**src/rtl/booth_arb_pkg.sv**
```systemverilog
// Shared definitions for the booth multiplier arbiter: FSM state encoding,
// default widths and an index-width helper.
package booth_arb_pkg;

    localparam int D_IN_DEF        = 8;
    localparam int N_REQ_DEF       = 4;
    localparam int TIMEOUT_CYC_DEF = 64;

    typedef enum logic [1:0] {
        ST_IDLE = 2'd0,
        ST_RUN  = 2'd1,
        ST_REL  = 2'd2
    } arb_state_e;

    // Bits needed to hold an index in 0..n-1; never less than one bit so a
    // single-requester build still has a legal pointer register.
    function automatic int idx_width(input int n);
        for (int w = 1; w < 31; w++) begin
            if ((32'sd1 << w) >= n) begin
                return w;
            end
        end
        return 31;
    endfunction

endpackage

```
**src/rtl/booth_rr_pick.sv**
```systemverilog
// Rotating-priority picker: returns the first set request bit found when
// scanning upward from the pointer, wrapping at N_REQ.
module booth_rr_pick
    import booth_arb_pkg::*;
#(
    parameter int N_REQ = N_REQ_DEF,
    parameter int IDX_W = idx_width(N_REQ)
) (
    input  logic [N_REQ-1:0] req,
    input  logic [IDX_W-1:0] ptr,
    output logic             valid,
    output logic [IDX_W-1:0] idx
);

    logic [IDX_W:0] rot_s;

    // Scan N_REQ positions from ptr; the first hit wins, later hits are ignored.
    always_comb begin
        valid = 1'b0;
        idx   = '0;
        rot_s = '0;
        for (int k = 0; k < N_REQ; k++) begin
            rot_s = {1'b0, ptr} + (IDX_W+1)'(k);
            rot_s = (rot_s >= (IDX_W+1)'(N_REQ)) ? (rot_s - (IDX_W+1)'(N_REQ)) : rot_s;
            idx   = (!valid && req[rot_s[IDX_W-1:0]]) ? rot_s[IDX_W-1:0] : idx;
            valid = valid | req[rot_s[IDX_W-1:0]];
        end
    end

endmodule

```
**src/rtl/booth_mult_arbiter.sv**
```systemverilog
// Round-robin arbiter/sequencer sharing one booth multiplier among N_REQ
// requesters. The winner's operands are latched, start is held until done,
// and the product is returned with a one-cycle ack.
// Optional watchdog: define BOOTH_ARB_TIMEOUT_EN to abort a RUN that sees no
// done within TIMEOUT_CYC cycles (ack with zero product plus an err pulse).
module booth_mult_arbiter
    import booth_arb_pkg::*;
#(
    parameter int D_IN        = D_IN_DEF,
    parameter int N_REQ       = N_REQ_DEF,
    parameter int TIMEOUT_CYC = TIMEOUT_CYC_DEF
) (
    input  logic                  clk,
    input  logic                  rst_n,
    input  logic [N_REQ-1:0]      req,
    input  logic [N_REQ*D_IN-1:0] req_a,
    input  logic [N_REQ*D_IN-1:0] req_b,
    output logic [N_REQ-1:0]      ack,
    output logic [2*D_IN-1:0]     rsp_product,
    output logic                  busy,
    output logic                  err,
    output logic                  mul_start,
    output logic [D_IN-1:0]       mul_A,
    output logic [D_IN-1:0]       mul_B,
    input  logic                  mul_done,
    input  logic [2*D_IN-1:0]     mul_product
);

    localparam int IDX_W = idx_width(N_REQ);

    arb_state_e           state_r;
    logic [IDX_W-1:0]     ptr_r;
    logic [IDX_W-1:0]     winner_r;
    logic [N_REQ-1:0]     ack_r;
    logic [2*D_IN-1:0]    rsp_product_r;
    logic                 busy_r;
    logic                 mul_start_r;
    logic [D_IN-1:0]      mul_a_r;
    logic [D_IN-1:0]      mul_b_r;

    logic                 pick_valid_s;
    logic [IDX_W-1:0]     pick_idx_s;
    logic [D_IN-1:0]      sel_a_s;
    logic [D_IN-1:0]      sel_b_s;
    logic [IDX_W-1:0]     ptr_next_s;
    logic [N_REQ-1:0]     ack_hot_s;

`ifdef BOOTH_ARB_TIMEOUT_EN
    localparam int CNT_W = idx_width(TIMEOUT_CYC);
    logic [CNT_W-1:0]     wdog_cnt_r;
    logic                 err_r;
    logic                 wdog_hit_s;

    // The counter holds the number of completed RUN cycles; the last allowed
    // cycle is the one where it reads TIMEOUT_CYC-1.
    assign wdog_hit_s = (wdog_cnt_r == CNT_W'(TIMEOUT_CYC - 1));
    assign err        = err_r;
`else
    assign err        = 1'b0;
`endif

    booth_rr_pick #(
        .N_REQ (N_REQ),
        .IDX_W (IDX_W)
    ) u_pick (
        .req   (req),
        .ptr   (ptr_r),
        .valid (pick_valid_s),
        .idx   (pick_idx_s)
    );

    // Operand mux for the requester the picker currently selects.
    always_comb begin
        sel_a_s = '0;
        sel_b_s = '0;
        for (int i = 0; i < N_REQ; i++) begin
            sel_a_s = (pick_idx_s == IDX_W'(i)) ? req_a[i*D_IN +: D_IN] : sel_a_s;
            sel_b_s = (pick_idx_s == IDX_W'(i)) ? req_b[i*D_IN +: D_IN] : sel_b_s;
        end
    end

    // Next pointer (one past the winner, wrapping) and the winner's ack vector.
    always_comb begin
        ptr_next_s = (winner_r == IDX_W'(N_REQ - 1)) ? '0 : (winner_r + IDX_W'(1));
        ack_hot_s  = '0;
        for (int i = 0; i < N_REQ; i++) begin
            ack_hot_s[i] = (winner_r == IDX_W'(i));
        end
    end

    // Sequencer FSM: grant in IDLE, wait for done in RUN, release in REL.
    always_ff @(posedge clk or negedge rst_n) begin
        if (!rst_n) begin
            state_r       <= ST_IDLE;
            ptr_r         <= '0;
            winner_r      <= '0;
            ack_r         <= '0;
            rsp_product_r <= '0;
            busy_r        <= 1'b0;
            mul_start_r   <= 1'b0;
            mul_a_r       <= '0;
            mul_b_r       <= '0;
`ifdef BOOTH_ARB_TIMEOUT_EN
            wdog_cnt_r    <= '0;
            err_r         <= 1'b0;
`endif
        end else begin
            case (state_r)
                ST_IDLE: begin
                    if (pick_valid_s) begin
                        winner_r    <= pick_idx_s;
                        mul_a_r     <= sel_a_s;
                        mul_b_r     <= sel_b_s;
                        mul_start_r <= 1'b1;
                        busy_r      <= 1'b1;
                        state_r     <= ST_RUN;
`ifdef BOOTH_ARB_TIMEOUT_EN
                        wdog_cnt_r  <= '0;
`endif
                    end else begin
                        state_r     <= ST_IDLE;
                    end
                end
                ST_RUN: begin
                    if (mul_done) begin
                        mul_start_r   <= 1'b0;
                        rsp_product_r <= mul_product;
                        ack_r         <= ack_hot_s;
                        ptr_r         <= ptr_next_s;
                        state_r       <= ST_REL;
`ifdef BOOTH_ARB_TIMEOUT_EN
                    end else if (wdog_hit_s) begin
                        mul_start_r   <= 1'b0;
                        rsp_product_r <= '0;
                        ack_r         <= ack_hot_s;
                        err_r         <= 1'b1;
                        ptr_r         <= ptr_next_s;
                        state_r       <= ST_REL;
                    end else begin
                        wdog_cnt_r    <= wdog_cnt_r + CNT_W'(1);
                        state_r       <= ST_RUN;
                    end
`else
                    end else begin
                        state_r       <= ST_RUN;
                    end
`endif
                end
                ST_REL: begin
                    // One cycle with start low and ack cleared so the multiplier
                    // re-arms and the requester can drop req before the next grant.
                    ack_r   <= '0;
                    busy_r  <= 1'b0;
                    state_r <= ST_IDLE;
`ifdef BOOTH_ARB_TIMEOUT_EN
                    err_r   <= 1'b0;
`endif
                end
                default: begin
                    ack_r       <= '0;
                    busy_r      <= 1'b0;
                    mul_start_r <= 1'b0;
                    state_r     <= ST_IDLE;
`ifdef BOOTH_ARB_TIMEOUT_EN
                    err_r       <= 1'b0;
`endif
                end
            endcase
        end
    end

    assign ack         = ack_r;
    assign rsp_product = rsp_product_r;
    assign busy        = busy_r;
    assign mul_start   = mul_start_r;
    assign mul_A       = mul_a_r;
    assign mul_B       = mul_b_r;

endmodule

```
**config.mk**
```make
export PLATFORM = sky130hd
export DESIGN_NAME = booth_mult_arbiter
export DESIGN_NICKNAME = d
export VERILOG_FILES = /design/src/rtl/booth_arb_pkg.sv /design/src/rtl/booth_rr_pick.sv /design/src/rtl/booth_mult_arbiter.sv
export SDC_FILE = /design/constraint.sdc
export NUM_CORES = 1
export LEC_CHECK = 0
export CORE_ASPECT_RATIO = 0.5
export CORE_MARGIN = 1.5
export CORE_UTILIZATION = 40
export CTS_BUF_LIST = sky130_fd_sc_hd__clkbuf_4 sky130_fd_sc_hd__clkbuf_8
export CTS_CLUSTER_DIAMETER = 120
export DETAILED_ROUTE_END_ITERATION = 6
export MAX_ROUTING_LAYER = met4
export PLACE_DENSITY = 0.93
export SETUP_SLACK_MARGIN = 0.2
export SYNTH_ARGS = -nofsm -noshare
export SYNTH_HDL_FRONTEND = slang
export SYNTH_SLANG_ARGS = --single-unit
```
**constraint.sdc**
```tcl
create_clock -name clk -period 1.9 [get_ports clk]
set_input_delay 0.38 -clock clk [delete_from_list [all_inputs] [get_ports clk]]
set_output_delay 0.38 -clock clk [all_outputs]
set_load 0.01 [all_outputs]
```
; Word-level counts from Yosys, hierarchy flattened
; Cells that the tools add are included.
[op_classes]
bitwise = 6
reduce_logical = 14
mux = 34
add_sub_neg = 8
order_cmp = 8
n_eq_ne = 10
[op_table]
columns = operator, n
row1 = 8-bit two-way mux, 8
row2 = 2-bit two-way mux, 10
row3 = 2-bit by 3-bit < comparator with 1-bit output (second input constant), 4
row4 = 2-bit equality test (second input constant), 5
row5 = 3-bit >= comparator (second input constant), 3
row6 = 1-bit binary-select mux with 2-bit select, 4
row7 = 4-bit case mux with 2 select lines, 1
row8 = 2-bit AND reduction, 4
row9 = 2-bit by 1-bit subtractor with 2-bit output (second input constant), 4
row10 = 1-bit two-way mux, 7
row11 = 2-bit by 2-bit adder with 3-bit output (second input constant), 2
row12 = 2-bit by 1-bit equality test with 1-bit output (second input constant), 3
row13 = 2-bit logical NOT, 3
row14 = 4-bit two-way mux, 1
row15 = 2-bit != test (second input constant), 2
row16 = 2-bit case mux with 2 select lines, 1
row17 = 2-bit by 1-bit adder with 3-bit output (second input constant), 1
row18 = 2-bit by 3-bit >= comparator with 1-bit output (second input constant), 1
row19 = 1-bit logical AND, 3
row20 = 1-bit logical NOT, 3
row21 = 1-bit NOT, 3
row22 = 1-bit bitwise OR, 3
row23 = 1-bit case mux with 3 select lines, 1
row24 = 3-bit AND reduction, 1
row25 = other kinds (2), 2
[totals]
out_inout_bits = 39
wordCells = 89
regBits = 44

; Depth between registers and ports, before layout
[logic_depth]
word_depth = 15
depth_mapped = 7

; By module
; Synthesis repeated with hierarchy kept, for this count alone.
[unflattened]
hier_cells = 194
hier_area_um2 = 2303.5
[modules_own_cells]
columns = mod, seq_area_each_um2, instances, cells_each, area_per_inst_um2
row1 = booth_mult_arbiter, 1101.1, 1, 179, 2225.9
row2 = booth_rr_pick, 0.0, 1, 15, 77.6

; Least setup slack after synthesis
; No wires, ideal clock.
[synth_timing]
path_type = register -> register
from = register ptr_r[1]
to = register mul_b_r[4] (netlist: mul_B[4])
path_slack_ns = 0.374
setup_ns = 0.132
t_required_ns = 1.768
path_stages_with_launch = 7
arrival_ns = 1.394
path_cell_list = dfrtp_1 > nand2_1 > nand3b_1 > a2bb2oi_4 > buf_6 > mux2i_1 > o221ai_2
[synth_between]
elab_chain_cells = 15
[synth_rtl]
columns = item, line
row1 = from (decl), booth_mult_arbiter.sv:32  ; logic [IDX_W-1:0] ptr_r;
row2 = from (signal assigned), booth_mult_arbiter.sv:129  ; ptr_r <= ptr_next_s;
row3 = 2-bit by 1-bit adder with 3-bit output, booth_rr_pick.sv:23  ; rot_s = {1'b0, ptr} + (IDX_W+1)'(k);
row4 = 3-bit >= comparator or 2-bit by 1-bit subtractor with 2-bit output (tied branches), booth_rr_pick.sv:24  ; rot_s = (rot_s >= (IDX_W+1)'(N_REQ)) ? (rot_s - (IDX_W+1)'(N_REQ)) : rot_s;
row5 = 2-bit two-way mux, booth_rr_pick.sv:24
row6 = 1-bit binary-select mux with 2-bit select, "booth_rr_pick.sv:25, booth_rr_pick.sv:26"
row7 = 1-bit two-way mux (not written as such), "booth_rr_pick.sv:25, booth_rr_pick.sv:26"
row8 = 1-bit bitwise OR, booth_rr_pick.sv:26  ; valid = valid | req[rot_s[IDX_W-1:0]];
row9 = 1-bit logical NOT or 1-bit bitwise OR (tied branches), "booth_rr_pick.sv:25, booth_rr_pick.sv:26"
row10 = 1-bit logical AND or 1-bit logical NOT (tied branches), booth_rr_pick.sv:25  ; idx = (!valid && req[rot_s[IDX_W-1:0]]) ? rot_s[IDX_W-1:0] : idx;
row11 = 2-bit two-way mux or 1-bit logical AND (tied branches), booth_rr_pick.sv:25
row12 = 2-bit two-way mux, booth_rr_pick.sv:25
row13 = 2-bit logical NOT, booth_mult_arbiter.sv:78  ; sel_b_s = (pick_idx_s == IDX_W'(i)) ? req_b[i*D_IN +: D_IN] : sel_b_s;
row14 = 8-bit two-way mux (4 in series), booth_mult_arbiter.sv:78
row15 = to (signal assigned), booth_mult_arbiter.sv:113  ; mul_b_r <= sel_b_s;
row16 = to (decl), booth_mult_arbiter.sv:39  ; logic [D_IN-1:0] mul_b_r;
; Parallel ways exist; a longest one is shown, timed or not. The select of a mux whose other input is x is not followed.
; A chain may end at the register's enable or synchronous reset.

; Worst setup path after layout
[layout_timing]
from = input req[1]
to = register mul_b_r[0] (netlist: mul_B[0])
[layout_between]
elab_chain_cells = 12
[layout_rtl]
columns = item, line
row1 = from (decl), booth_mult_arbiter.sv:15  ; input logic [N_REQ-1:0] req,
row2 = 1-bit binary-select mux with 2-bit select, "booth_rr_pick.sv:25, booth_rr_pick.sv:26"
row3 = 1-bit two-way mux (not written as such), "booth_rr_pick.sv:25, booth_rr_pick.sv:26"
row4 = 1-bit logical NOT or 1-bit bitwise OR (tied branches), "booth_rr_pick.sv:25, booth_rr_pick.sv:26"
row5 = 1-bit logical AND (tied with other cells), booth_rr_pick.sv:25
row6 = 2-bit two-way mux (tied with other cells), booth_rr_pick.sv:25
row7 = 2-bit two-way mux or 1-bit logical AND (tied branches), booth_rr_pick.sv:25
row8 = 2-bit two-way mux, booth_rr_pick.sv:25
row9 = 2-bit logical NOT, booth_mult_arbiter.sv:78
row10 = 8-bit two-way mux (4 in series), booth_mult_arbiter.sv:78
; Parallel ways exist; a longest one is shown, timed or not. The select of a mux whose other input is x is not followed.

==> run_results.csv <==
group,metric,value,unit
final_layout,diodes,0,
sta,finalCritPeriodShare,0.922,
floorplan,core,0.00552,mm²
setup_path,cp.arrival,1.94,ns
clock_tree,cts_sinks,44,
clock_tree,clk_pin_slew_worst_paths,0.10,ns
final_layout,final_cell_mix,"119 x clkdlybuf4s50_1, 43 x dfrtp_1, 24 x nand2_1, 22 x mux2i_1, 18 x mux2_2",
setup_path,cp.required,2.09,ns
sta,maxSlewHeadroom,0.623,
global_routing,antenna_found_initial,0,
global_routing,grt_max_degree,45,
sta,max_freq,0.571,GHz
logic_synthesis,yosys_warnings,0,
setup_path,r2r_setup_slack,0.16,ns
job,max_cap_violations,0,
final_layout,seqCellArea,0.00110,mm²
clock_tree,hold_buffers,0,
sta,worst_pin_slew,0.566,ns
placed_design,dp_cells,386,
detailed_routing,drtPass1Iterations,4,
final_layout,fin_util,0.728,
logic_synthesis,ys_types,28,
final_layout,final_common_cell,"clkdlybuf4s50_1",
logic_synthesis,syn_area,0.00230,mm²
clock_tree,cts_root_buf,"clkbuf_8",
sta,drv_slew,0,
sta,post-route-min-period,1.75,ns
setup_path,path_delay_family,"buffers and inverters",
placed_design,dp_slack,-0.207,ns
detailed_routing,drt-wirelength-per-cell,22.7,µm
setup_path,cp_cell_sequence,"dlygate4sd2_1, nand3b_1, a2bb2oi_4, buf_12, buf_16, mux2i_2, o221ai_2",
setup_path,crit_buf_inv,3,
placed_design,port_buffers,124,
sta,hold_viol,0,
detailed_routing,final_antenna_net_count,0,
clock_tree,ctsHtreeMaxLevel,2,
global_routing,grt_pass1_wl,13000,µm
final_layout,syn_to_final_growth,74.8,%
sta,fin_ws,0.148,ns
sta,setup_viol,0,
floorplan,ioPinCount,126,
logic_synthesis,syn_nets,277,
detailed_routing,drc,0,
power_and_ir_drop,vdd_drop_max,623,µV
sta,clock_skew,0.0148,ns
floorplan,die-area,0.00623,mm²
detailed_routing,routed_via_density,5.69,
global_routing,grt.overflow.total,0,
clock_tree,ctsLongestPathBuffers,2,
global_routing,grt_pass1_vias,2381,
placed_design,place_hpwl,5620,µm
worst_hold_path,hp-class,"input port to async pin",
detailed_routing,vias,2257,
setup_path,cp_slowest_cell,"dlygate4sd2_1",
logic_synthesis,postSynthCellCount,186,
power_and_ir_drop,powerDensity,1340,mW/mm²
logic_synthesis,synth_seq_cells,44,
setup_path,reg2reg_from,"ptr_r[1]",
outcome,outcome,"finished clean",
sta,rsz0062_at_grt,"true",
setup_path,crit_fanout,6,
detailed_routing,wirelength,9020,µm
clock_tree,cts_tree,"yes",
setup_path,worstSetupPathType,"input port to flop",
setup_path,r2r_cells,7,
global_routing,grt_use_total,0.294,
floorplan,die_h,56.6,µm
floorplan,fp.dieW,110,µm
logic_synthesis,avgSynthCellArea,12.3,µm²
final_layout,fillerInstances,308,
final_layout,drive_gt1_frac,0.238,
clock_tree,cts-buffers-inserted,5,
placed_design,dpl-instance-area,0.00369,mm²
detailed_routing,drtIter0Drc,145,
final_layout,nets,415,
clock_tree,clock_latency,0.31,ns
final_layout,multi_input_area,0.00119,mm²
placed_design,gp_congestion,0.793,
final_layout,final_area,0.00401,mm²
setup_path,crit_path_end_kind,"flop",
setup_path,cpPeakStageDelay,0.32,ns
power_and_ir_drop,leakage,1.66,nW
setup_path,r2r_end,"mul_B[0]",
sta,setup_tns,0,ns
floorplan,start_util,0.416,
setup_path,start_kind,"input port",
final_layout,layout.cells.non_filler,397,
logic_synthesis,ys_seq_area_frac,0.480,
floorplan,rows,19,
report_power, final:
group	internal (mW)	leakage (nW)	switching (mW)	total, mW
registers	1.32	0.532	0.288	1.61
logic	1.63	1.06	1.28	2.91
clock network	0.518	0.0642	0.351	0.869
final cells by class:
cell class,instances,area share
well taps,73,0.0228
repair buffers,143,0.371
clock buffers,5,0.0171
inverters,4,0.00374
flip-flops and latches,44,0.275
multi-input cells,126,0.296
clock inverters,2,0.0150
metal layers:
metal	track usage	up-vias	wire length, µm
met5	-	-	0
met4	0.137	0	528
met3	0.0557	49	423
met2	0.487	124	4610
met1	0.349	1136	3460
li1	-	948	-
worst max-delay path by stage:
stage                     startpoint        to  slack (ns)  depth (start not counted)
after floorplan             ptr_r[1]  mul_B[4]        0.37                          6
after global placement        req[2]  mul_B[3]       -0.16                          6
after detailed placement      req[1]  mul_B[7]       -0.21                          6
after CTS                   ptr_r[1]  mul_B[0]        0.24                          7
after global routing          req[0]  mul_B[0]        0.10                          8
final                         req[1]  mul_B[0]        0.15                          7
cells in the mapped netlist, drive strengths merged:
library cell | count | area share
o21ai | 3 | 0.0065
nor2 | 4 | 0.0076
nand2b | 1 | 0.0027
dfrtp | 44 | 0.48
o41ai | 1 | 0.0038
nand3b | 1 | 0.0033
clkbuf | 1 | 0.0016
a2bb2oi | 1 | 0.011
nand2 | 25 | 0.041
a211oi | 1 | 0.0054
or2 | 1 | 0.0027
buf | 11 | 0.045
inv | 4 | 0.0065
ha | 4 | 0.022
nor2b | 1 | 0.0027
nand3 | 4 | 0.0087
o221ai | 16 | 0.088
nor4 | 1 | 0.0027
mux2 | 18 | 0.088
or3 | 1 | 0.0027
conb | 1 | 0.0016
mux2i | 33 | 0.14
a21oi | 7 | 0.015
nor3b | 2 | 0.0065
cell families (layout without fill, tap and decap cells):
| family | Yosys count | count (layout) | synth area share |
|---|---|---|---|
| other cells | 1 | 1 | 0.00163 |
| mux | 51 | 51 | 0.232 |
| buf+inv | 16 | 154 | 0.0534 |
| compound gates | 29 | 29 | 0.131 |
| flops | 44 | 44 | 0.480 |
| fa+ha+maj | 4 | 4 | 0.0218 |
| simple gates | 41 | 41 | 0.0807 |
state kept, by name (all words and copies together), names as in the netlist:
name,cells
mul_B,8
mul_A,8
rsp_product,16
winner_r,2
busy,1
state_r,2
ptr_r,2
mul_start,1
ack,4
through the flow:
stage / hold slack [ns] / total power, mW
6_report: 0.167 / 5.39
5_1_grt: 0.221 / 5.59
4_1_cts: 0.166 / 5.11
3_5_place_dp: 0.481 / 4.05
3_3_place_gp: 0.470 / 3.91
2_1_floorplan: 0.0844 / 2.81
repair_timing:
| item | 4_1_cts | 5_1_grt |
|---|---|---|
| pin swaps | 1 | 5 |
| setup endpoints to repair | 19 | 10 |
| resized for setup | 16 | 14 |
| gates cloned | 1 | 1 |
| buffers inserted | 2 | 0 |
Note: power is estimated with default switching activity, not from simulation.
==> patch, RTL diff (same settings) <==
Set the package constant `D_IN_DEF` to 16 (it was 8).
--- a/src/rtl/booth_arb_pkg.sv
+++ b/src/rtl/booth_arb_pkg.sv
@@ -2,7 +2,7 @@
 // default widths and an index-width helper.
 package booth_arb_pkg;
 
-    localparam int D_IN_DEF        = 8;
+    localparam int D_IN_DEF        = 16;
     localparam int N_REQ_DEF       = 4;
     localparam int TIMEOUT_CYC_DEF = 64;
 
Ports: changed (6 resized); port bits go from 126 to 238. No check against the original RTL was run, so the function may have changed too.
==> patch against the original RTL <==
- the run now ends with negative setup slack left
- non-clock buffer count increased by 136
- worst setup slack got worse by 240 ps
- synthesized cell count increased by 120%
- cell area increased by 87%
- wire length increased by 95%
- sequential cell count increased by 32
- area after synthesis increased by 83%
- utilization increased by 0.68 points
- power increased by 72%
- sequential share of layout area decreased by 2.1 points
- combinational power increased by 76%
- largest cell class unchanged
- largest power group unchanged
==> patch: results <==
group,metric,value,unit
flow_run,cap_viol_max_count,0,
synth,ys.flop_type,"dfrtp_1",
synth,synth_fp_nets,589,
finish,layout.nets,848,
grt,grt_start_max_net_pins,38,
synth,ys_top_cells_by_area,"dfrtp_1, a211oi_2, nand2_1",
clock_tree,clk_pin_slew,90,ps
grt,grt_pass1_wl,23900,µm
grt,track_usage,29.2,%
placement,dp_hpwl,11200,µm
worst_setup_path,critPathMaxFanout,6,
worst_hold_path,hp-class,"register to register",
finish,largest_register_ffs,32,
placement,place_congestion,0.853,
routing,initialDrtViolationCount,316,
worst_setup_path,r2r_cells,9,
sta,setup_viol,3,
status,violations,"negative setup slack",
sta,finalSetupTns,-174,ps
pwr,leakagePower,0.00338,µW
worst_setup_path,critical_path.top_delay_family,"compound AO/OA/AOI/OAI gates",
clock_tree,cts-root-buf,"clkbuf_8",
sta,slew_headroom,65.3,%
sta,worst_slack,-91.6,ps
status,status,"complete, but fails checks",
routing,drtPass1Iterations,5,
worst_hold_path,hold_path_depth,2,
worst_setup_path,cp_slowest_cell,"dfrtp_1",
finish,antenna_cells,0,
routing,post_drt_wl_per_cell,21.4,µm
worst_setup_path,slowest_delay,440,ps
grt,grt_antenna_before_repair,0,
synth,synthTopCellsByCount,"nand2_1, dfrtp_1, a211oi_2",
clock_tree,cts_buffers,9,
pwr,peakVddDrop,0.582,mV
worst_setup_path,crit_arrival,2230,ps
clock_tree,clk_latency,370,ps
synth,ys_seq_area_share,45.3,%
finish,drive_gt1_share,20.0,%
clock_tree,clock_path_buffers,2,
grt,grt_pass1_vias,4646,
routing,routed_via_density,5.55,
placement,pre_cts_ws,-818,ps
placement,port_buffers,236,
synth,synth_cell_types,34,
clock_tree,htreeDepth,3,
sta,fin_worst_skew,14.0,ps
patch: path summary, 6_finish.rpt:
path / startpoint / to / slack (ps)
max in group asynchronous: rst_n / mul_B[13] / 820
setup / recovery: ptr_r[1] / mul_B[1] / -90
hold / removal: rsp_product[20] / rsp_product[20] / 480
setup reg to reg: ptr_r[1] / mul_B[1] / -90
min in group asynchronous: rst_n / rsp_product[17] / 540
hold reg to reg: rsp_product[20] / rsp_product[20] / 480
patch: tightest hold or removal path: cells and delay by family (launching register included):
| kind | cells | cell delay [ps] |
|---|---|---|
| flip-flops | 1 | 350 |
| AND/OR/NAND/NOR | 2 | 100 |
patch: per-layer routing:
| metal | global-route usage [%] | vias up | wire length (µm) |
|---|---|---|---|
| met2 | 50.5 | 294 | 8920 |
| li1 | - | 1967 | - |
| met1 | 31.7 | 2188 | 6270 |
| met3 | 6.23 | 106 | 1260 |
| met5 | - | - | 0 |
| met4 | 18.9 | 0 | 1110 |
patch: metrics by stage:
stage / total power [µW] / cell area (µm²) / instances / util, %
final: 9270 / 7500 / 821 / 73.5
after global routing: 9650 / 7500 / 821 / 73.5
after detailed placement: 7210 / 6900 / 795 / 67.6
after CTS: 8910 / 7350 / 819 / 72.0
after global placement: 7030 / 6900 / 795 / 67.6
after floorplan: 4840 / 4200 / 418 / -
patch: layout make-up:
cell class | count | area, µm²
repair buffers | 279 | 2930
fillers | 620 | 2710
multi-input cells | 306 | 2260
flip-flops and latches | 76 | 1900
well taps | 140 | 175
clock buffers | 10 | 138
clock inverters | 5 | 85.1
inverters | 5 | 18.8
patch: cells by family (layout without fill, tap and decap cells):
logic type / count (synthesis) / count (layout) / share of synthesized area (%)
compound gates: 81 / 81 / 20.8
fa+ha+maj: 4 / 4 / 1.19
buf+inv: 37 / 299 / 4.97
flops: 76 / 76 / 45.3
mux: 33 / 33 / 7.86
other cells: 1 / 1 / 0.0893
simple gates: 186 / 187 / 19.8
patch: power breakdown:
group          switching (µW)  internal, µW
clock network             670           776
logic                    2500          2620
registers                 428          2280
total                    3590          5680
patch: timing repair:
| action | CTS | global route |
|---|---|---|
| resized for setup | 27 | 26 |
| pin swaps | 8 | 2 |
| setup buffers | 6 | 0 |
| endpoints found under the hold margin | 18 | 0 |
| hold buffers | 1 | 0 |
| endpoints found under the setup margin | 35 | 46 |
| cloned | 2 | 2 |
